--- src/rtl/vixen_pkg.sv ---
// Shared definitions for the vixen video subsystem: bus width defaults and
// the VRAM arbiter state encoding.
package vixen_pkg;

    localparam int ADDR_W_DEF = 16;
    localparam int DATA_W_DEF = 8;
    localparam int STALL_W    = 16;

    typedef enum logic [1:0] {
        IDLE     = 2'd0,
        CPU_WAIT = 2'd1,
        CPU_ACK  = 2'd2
    } arb_state_t;

endpackage

--- src/rtl/vram_arbiter.sv ---
// Single-port VRAM arbiter: video fetches win every cycle, the CPU is served in the gaps.
// Optional feature: define VRAM_ARB_STALL_COUNT_EN to add the 16-bit stall_count output.
module vram_arbiter
    import vixen_pkg::*;
#(
    parameter int ADDR_W = ADDR_W_DEF,
    parameter int DATA_W = DATA_W_DEF
) (
`ifdef VRAM_ARB_STALL_COUNT_EN
    output logic [STALL_W-1:0] stall_count,
`endif
    input  logic              clk,
    input  logic              reset,
    input  logic              vid_en,
    input  logic [ADDR_W-1:0] vid_addr,
    output logic [DATA_W-1:0] vid_data,
    input  logic              cpu_req,
    input  logic              cpu_we,
    input  logic [ADDR_W-1:0] cpu_addr,
    input  logic [DATA_W-1:0] cpu_wdata,
    output logic              cpu_ready,
    output logic [DATA_W-1:0] cpu_rdata,
    output logic [ADDR_W-1:0] ram_addr,
    output logic              ram_we,
    output logic [DATA_W-1:0] ram_wdata,
    input  logic [DATA_W-1:0] ram_rdata
);

    arb_state_t        state_reg, state_next;
    logic              cpu_grant;
    logic              vid_grant_d_reg;
    logic [DATA_W-1:0] vid_hold_reg;
    logic [ADDR_W-1:0] addr_hold_reg;

    always_comb begin
        state_next = state_reg;
        cpu_grant  = 1'b0;
        case (state_reg)
            IDLE: begin
                if (cpu_req) begin
                    if (vid_en) begin
                        state_next = CPU_WAIT;
                    end else begin
                        cpu_grant  = 1'b1;
                        state_next = CPU_ACK;
                    end
                end
            end
            CPU_WAIT: begin
                // A request withdrawn while waiting is dropped without touching the RAM.
                if (!cpu_req) begin
                    state_next = IDLE;
                end else if (!vid_en) begin
                    cpu_grant  = 1'b1;
                    state_next = CPU_ACK;
                end
            end
            CPU_ACK: state_next = IDLE;
            default: state_next = IDLE;
        endcase
    end

    always_comb begin
        ram_addr  = addr_hold_reg;
        ram_we    = 1'b0;
        ram_wdata = cpu_wdata;
        if (vid_en) begin
            ram_addr = vid_addr;
        end else if (cpu_grant) begin
            ram_addr = cpu_addr;
            ram_we   = cpu_we;
        end
    end

    assign cpu_ready = (state_reg == CPU_ACK);
    assign cpu_rdata = ram_rdata;

    // Fresh fetch data is bypassed straight through; the register keeps it afterwards.
    assign vid_data = vid_grant_d_reg ? ram_rdata : vid_hold_reg;

    always_ff @(posedge clk or posedge reset) begin
        if (reset) begin
            state_reg       <= IDLE;
            vid_grant_d_reg <= 1'b0;
            vid_hold_reg    <= '0;
            addr_hold_reg   <= '0;
        end else begin
            state_reg       <= state_next;
            vid_grant_d_reg <= vid_en;
            addr_hold_reg   <= ram_addr;
            if (vid_grant_d_reg) begin
                vid_hold_reg <= ram_rdata;
            end
        end
    end

`ifdef VRAM_ARB_STALL_COUNT_EN
    logic [STALL_W-1:0] stall_cnt_reg;

    always_ff @(posedge clk or posedge reset) begin
        if (reset) begin
            stall_cnt_reg <= '0;
        end else if (state_reg == CPU_WAIT && stall_cnt_reg != {STALL_W{1'b1}}) begin
            stall_cnt_reg <= stall_cnt_reg + 1'b1;
        end
    end

    assign stall_count = stall_cnt_reg;
`endif

endmodule

--- config.mk ---
export PLATFORM = sky130hd
export DESIGN_NAME = vram_arbiter
export DESIGN_NICKNAME = d
export VERILOG_FILES = /design/src/rtl/vixen_pkg.sv /design/src/rtl/vram_arbiter.sv
export SDC_FILE = /design/constraint.sdc
export NUM_CORES = 1
export LEC_CHECK = 0
export CORE_MARGIN = 2
export CORE_UTILIZATION = 45
export CTS_CLUSTER_DIAMETER = 50
export DETAILED_ROUTE_END_ITERATION = 16
export DONT_BUFFER_PORTS = 1
export SLEW_MARGIN = 15
export SYNTH_ARGS = -nofsm -noshare
export SYNTH_HDL_FRONTEND = slang
export SYNTH_SLANG_ARGS = --single-unit
--- constraint.sdc ---
create_clock -name clk -period 1.5 [get_ports clk]
set_input_delay 0.3 -clock clk [delete_from_list [all_inputs] [get_ports clk]]
set_output_delay 0.3 -clock clk [all_outputs]
set_load 0.01 [all_outputs]
==> results of run 1 <==
==> per-layer routing <==
layer	share of wire (%)	track usage (%)
met1	39	22.0
met2	52	28.3
met3	7.9	5.67
met4	0.93	6.83
met5	0	0
==> cell usage in the layout (no fill, tap or decap), drive strengths merged <==
master,n
and2,1
buf,12
clkbuf,3
clkinvlp,1
dfrtp,27
dlygate4sd3,3
inv,17
mux2,8
nand2,16
nand2b,1
nand4bb,16
nor2,1
nor2b,3
nor3b,1
o311ai,16
==> area by class of cell <==
cell class	instances	area [sq um]
clock buffers	3	22.5
clock inverters	1	7.51
fillers	263	1200
inverters	17	63.8
multi-input cells	63	870
flip-flops and latches	27	678
well taps	44	55.1
repair buffers	15	179
==> through the flow <==
step / worst slack, ns / hold slack [ns] / utilization [%] / TNS [ns] / total power, mW
after floorplan: 0.0775 / 0.331 / - / 0 / 1.09
after global placement: 0.0729 / 0.238 / 45.3 / 0 / 1.06
after detailed placement: 0.00328 / 0.251 / 45.3 / 0 / 1.07
after CTS: -0.205 / 0.00133 / 53.5 / -2.97 / 1.49
after global routing: -0.244 / 0.0611 / 60.9 / -4.39 / 1.64
final: -0.184 / 0.0817 / 60.9 / -2.85 / 1.57
==> worst max-delay path by stage <==
stage / end / cells after the start
after floorplan: ram_addr[4] / 2
after global placement: ram_addr[1] / 2
after detailed placement: ram_addr[15] / 2
after CTS: ram_we / 3
after global routing: ram_addr[4] / 4
final: ram_addr[4] / 4
==> where the power goes <==
group	switching [mW]	total, mW	internal [mW]
clock network	0.227	0.329	0.102
logic	0.210	0.414	0.204
registers	0.0251	0.822	0.797
==> logic make-up after synthesis <==
kind of cell / count (synthesis) / synth area share, %
buffers and inverters: 42 / 16.0
DFF: 27 / 45.8
AOI/OAI and AO/OA: 16 / 12.5
and+or+nand+nor: 38 / 19.6
muxes: 8 / 6.10
==> synthesized netlist by cell type <==
master / number / area, sq um
and2_1: 1 / 6.26
buf_2: 4 / 20.0
buf_4: 16 / 120
buf_8: 1 / 15.0
clkbuf_1: 2 / 7.51
clkbuf_2: 2 / 10.0
dfrtp_1: 27 / 676
inv_1: 17 / 63.8
mux2_2: 8 / 90.1
nand2_1: 16 / 60.1
nand2b_1: 1 / 6.26
nand4bb_1: 16 / 180
nor2_1: 1 / 3.75
nor2b_1: 1 / 6.26
nor2b_4: 1 / 13.8
nor3b_2: 1 / 12.5
o311ai_0: 6 / 52.6
o311ai_1: 4 / 35.0
o311ai_2: 6 / 97.6
==> what timing repair did <==
item | CTS | global route
pin swaps | 1 | 0
endpoints found under the hold margin | 11 | 1
resized for setup | 34 | 20
setup buffers | 4 | 5
setup endpoints to repair | 26 | 26
hold buffers | 2 | 1
cloned | 1 | 0
==> flow_metrics.env, run 1 <==
export IMPL_cts_tree="built"
export IMPL_grt_pass1_wl_mm=4.84
export IMPL_reg2reg_setup_slack_ns=0.34
export IMPL_crit_fanout=17
export IMPL_clock_root_buffer="clkbuf_4"
export IMPL_critPathRequiredTime_ns=1.20
export IMPL_cp_num_buf_inv=2
export IMPL_min_period_ns=1.68
export IMPL_largest_register_ffs=16
export IMPL_wl_per_cell_um=21.6
export IMPL_cts_buffer_depth=2
export IMPL_cpPeakStageDelay_ns=0.48
export IMPL_hold_class="in2reg"
export IMPL_dp_hpwl_mm=2.07
export IMPL_drc_errors=0
export IMPL_critPathCaptureType="output pin"
export IMPL_critical_path_top_delay_family="flip-flops"
export IMPL_rows=20
export IMPL_p_per_area_nw_per_um2=835
export IMPL_syn_cell_area_sq_um=1480
export IMPL_h_tree_depth=1
export IMPL_cp_cell_sequence="buf_8, buf_6, nand4bb_4, o311ai_4"
export IMPL_drtIter0Drc=58
export IMPL_grt_overflow_total=0
export IMPL_start_util_pct=48.0
export IMPL_finalSetupViolCount=25
export IMPL_grt_pass1_vias=967
export IMPL_area_growth_pct=27.0
export IMPL_skew_ns=0.00223
export IMPL_syn_inst=131
export IMPL_totalWireLength_mm=3.67
export IMPL_crit_arrival_ns=1.38
export IMPL_crit_start="state_reg[1]$_DFFE_PP0P_"
export IMPL_hp_start="cpu_req"
export IMPL_die_x_um=61.3
export IMPL_fin_crit_sh_pct=112
export IMPL_placed_cells=153
export IMPL_layout_nets=180
export IMPL_seq_area_frac_synth_pct=45.8
export IMPL_fin_ws_ns=-0.184
export IMPL_synth_seq_cells=27
export IMPL_failed_checks="negative setup slack"
export IMPL_antenna_found_initial=0
export IMPL_tightest_slew_ns=0.502
export IMPL_syn_area_per_cell_sq_um=11.3
export IMPL_num_vias=995
export IMPL_routabilityCongestion=0.586
export IMPL_rsz0062_at_grt="yes"
export IMPL_cts_sink_count=27
export IMPL_path_class="reg2out"
export IMPL_antenna_cells=0
export IMPL_die_h_um=61.3
export IMPL_r2r_end="addr_hold_reg[4]$_DFF_PP0_"
export IMPL_cts_buffers=3
export IMPL_reg2reg_depth=4
export IMPL_vdd_drop_max_uv=390
export IMPL_slew_headroom_pct=66.5
export IMPL_stdcell_area_sq_um=1880
export IMPL_drive_gt1_share_pct=38.1
export IMPL_clock_latency_ns=0.33
export IMPL_yosys_warnings=0
export IMPL_holdPathStages=2
export IMPL_grt_use_total_pct=17.6
export IMPL_firstDrtPassIters=4
export IMPL_vias_per_cell=5.85
export IMPL_status="complete, but fails checks"
export IMPL_path_clk_slew_ns=0.15
export IMPL_antenna_left=0
export IMPL_layoutNonFillerInstCount=170
export IMPL_drv_cap=0
export IMPL_synth_fp_nets=184
export IMPL_p_leak_nw=0.797
export IMPL_min_to="state_reg[1]$_DFFE_PP0P_"
export IMPL_reg2reg_from="state_reg[1]$_DFFE_PP0P_"
export IMPL_core_area_sq_um=3080
export IMPL_die_area_sq_um=3760
export IMPL_place_area_sq_um=1390
export IMPL_slew_violations=0
export IMPL_critical_path_slowest_cell="dfrtp_2"
export IMPL_hold_violations=0
export IMPL_max_freq_mhz=594
export IMPL_io_pins=95
export IMPL_yosysUniqueCellTypes=19
export IMPL_cp_start_kind="register"
export IMPL_grt_max_degree=53
export IMPL_place_port_buffers=0
(Power assumes the default switching activity.)
==> inputs of run 2 (changes only) <==
--- a/config.mk
+++ b/config.mk
@@ -10,6 +10,7 @@
 export CTS_CLUSTER_DIAMETER = 50
 export DETAILED_ROUTE_END_ITERATION = 16
 export DONT_BUFFER_PORTS = 1
+export GPL_ROUTABILITY_DRIVEN = 0
 export SLEW_MARGIN = 15
 export SYNTH_ARGS = -nofsm -noshare
 export SYNTH_HDL_FRONTEND = slang
==> results of run 2 <==
The final DEF is identical to that of run 1; final timing and power are the same.
==> inputs of run 3 (changes only) <==
--- a/config.mk
+++ b/config.mk
@@ -11,7 +11,9 @@
 export DETAILED_ROUTE_END_ITERATION = 16
 export DONT_BUFFER_PORTS = 1
 export GPL_ROUTABILITY_DRIVEN = 0
+export PLACE_DENSITY = 0.72
 export SLEW_MARGIN = 15
 export SYNTH_ARGS = -nofsm -noshare
 export SYNTH_HDL_FRONTEND = slang
 export SYNTH_SLANG_ARGS = --single-unit
+export TNS_END_PERCENT = 50
==> flow_metrics.env, run 3 (synthesized netlist as in run 1, its figures left out) <==
export IMPL_r2r_end="addr_hold_reg[7]$_DFF_PP0_"
export IMPL_cp_endpoint="ram_addr[4]"
export IMPL_slew_headroom_pct=71.4
export IMPL_p_seq_share_pct=53.4
export IMPL_finalSetupViolCount=26
export IMPL_p_switching_uw=447
export IMPL_grt_overflow_total=0
export IMPL_totalWireLength_mm=3.37
export IMPL_start_util_pct=48.0
export IMPL_n_fill_cell=227
export IMPL_drtIter0Drc=25
export IMPL_num_vias=933
export IMPL_layoutNonFillerInstCount=162
export IMPL_p_leak_nw=0.734
export IMPL_fin_crit_sh_pct=108
export IMPL_cts_buffers=3
export IMPL_cp_num_buf_inv=1
export IMPL_drive_gt1_share_pct=39.8
export IMPL_cpPeakStageDelay_ns=0.45
export IMPL_antenna_cells=0
export IMPL_antenna_found_initial=0
export IMPL_grt_pass1_wl_mm=4.96
export IMPL_die_x_um=61.3
export IMPL_p_per_area_nw_per_um2=825
export IMPL_io_pins=95
export IMPL_crit_start="state_reg[1]$_DFFE_PP0P_"
export IMPL_failed_checks="negative setup slack"
export IMPL_die_h_um=61.3
export IMPL_holdPathStages=1
export IMPL_placed_cells=153
export IMPL_layout_nets=172
export IMPL_grt_use_total_pct=18.4
export IMPL_core_area_sq_um=3080
export IMPL_tightest_slew_ns=0.428
export IMPL_clock_latency_ns=0.33
export IMPL_largest_register_ffs=16
export IMPL_timing_hold_ws_ns=0.0547
export IMPL_wl_per_cell_um=20.8
export IMPL_switching_share_pct=29.1
export IMPL_crit_fanout=9
export IMPL_internal_power_mw=1.09
export IMPL_rsz0062_at_grt="yes"
export IMPL_area_growth_pct=26.0
export IMPL_crit_arrival_ns=1.32
export IMPL_clock_root_buffer="clkbuf_4"
export IMPL_path_class="reg2out"
export IMPL_reg2reg_depth=3
export IMPL_skew_ns=0.00407
export IMPL_grt_pass1_vias=1029
export IMPL_cts_sink_count=27
export IMPL_reg2reg_from="state_reg[1]$_DFFE_PP0P_"
export IMPL_reg2reg_setup_slack_ns=0.39
export IMPL_cts_buffer_depth=2
export IMPL_drv_cap=0
export IMPL_die_area_sq_um=3760
export IMPL_hold_violations=0
export IMPL_vdd_drop_max_uv=356
export IMPL_critPathCaptureType="output pin"
export IMPL_firstDrtPassIters=4
export IMPL_cp_cell_sequence="nor2b_4, buf_12, o311ai_4"
export IMPL_h_tree_depth=1
export IMPL_cp_start_kind="register"
export IMPL_max_freq_mhz=616
export IMPL_drc_errors=0
export IMPL_cp_depth=3
export IMPL_hold_class="in2reg"
export IMPL_path_clk_slew_ns=0.15
export IMPL_status="complete, but fails checks"
export IMPL_rows=20
export IMPL_grt_max_degree=53
export IMPL_cts_tree="built"
export IMPL_min_period_ns=1.62
export IMPL_place_port_buffers=0
export IMPL_clockPowerShare_pct=21.2
export IMPL_critical_path_slowest_cell="dfrtp_1"
export IMPL_slew_violations=0
export IMPL_critPathRequiredTime_ns=1.20
export IMPL_final_common_cell="dfrtp_1"
export IMPL_comb_power_share_pct=25.4
export IMPL_fin_ws_ns=-0.122
export IMPL_dp_hpwl_mm=1.99
export IMPL_antenna_left=0
export IMPL_vias_per_cell=5.76
export IMPL_layout_common_cells="26 x dfrtp_1, 17 x inv_1, 16 x nand2_1"
export IMPL_critical_path_top_delay_family="flip-flops"
[run 3: cell count changes in the layout (fill, tap and decap cells not counted), sizes merged]
cell,change
nor2b,-1
buf,-7
clkinvlp,-1
clkbuf,+2
dlygate4sd3,-1
[run 3: how the worst min path moves through the flow]
stage | start | slack, ns | endpoint
finish | vid_en | 0.05 | state_reg[1]$_DFFE_PP0P_
global route | vid_en | -0.003 | state_reg[1]$_DFFE_PP0P_
CTS | vid_en | 0.01 | state_reg[1]$_DFFE_PP0P_
detailed placement | reset | 0.28 | vid_hold_reg[1]$_DFF_PP0_
global placement | reset | 0.27 | vid_hold_reg[1]$_DFF_PP0_
floorplan | vid_en | 0.33 | vid_grant_d_reg$_DFF_PP0_
[run 3: final cells by class]
class,instances,area [sq um],share of cell area (%)
repair buffers,8,81.3,4.37
well taps,44,55.1,2.96
inverters,17,63.8,3.43
multi-input cells,62,957,51.4
clock buffers,4,26.3,1.41
flip-flops and latches,27,677,36.4
[run 3: metrics by stage]
| stage | util, % | cell area [sq um] | power [mW] | worst slack (ns) | TNS, ns |
|---|---|---|---|---|---|
| floorplan | - | 1480 | 1.09 | 0.0775 | 0 |
| global placement | 44.9 | 1380 | 1.06 | 0.0832 | 0 |
| detailed placement | 44.9 | 1380 | 1.07 | -0.00830 | -0.00830 |
| CTS | 56.2 | 1730 | 1.52 | -0.153 | -2.46 |
| global route | 60.4 | 1860 | 1.62 | -0.194 | -3.82 |
| finish | 60.4 | 1860 | 1.54 | -0.122 | -1.91 |
[run 3: power by group through the flow]
stage	Combinational [mW]	Clock (mW)	Sequential (mW)
after detailed placement	0.238	0	0.833
after global routing	0.418	0.373	0.830
final	0.390	0.326	0.820
after CTS	0.367	0.338	0.819
after floorplan	0.266	0	0.826
after global placement	0.227	0	0.832
[run 3: worst register-to-register path, delay by kind of cell, from the launching register on]
family          cells  cell delay (ns)
buf+inv             1             0.19
flops               1             0.45
simple gates        1             0.21
compound gates      1             0.13
[run 3: per-layer routing]
layer	up-vias	wire length (um)	GRT usage [%]	share of wire (%)
li1	422	-	-	-
met1	442	1440	24.2	43
met2	59	1560	28.4	46
met3	10	336	5.04	10
met4	0	31	8.07	0.92
met5	-	0	0	0
[run 3: repair_timing]
action	CTS	global route
hold buffers	2	0
endpoints found under the hold margin	28	0
setup buffers	2	0
gates cloned	1	0
resized for setup	36	11
endpoints found under the setup margin	26	26
pin swaps	1	0
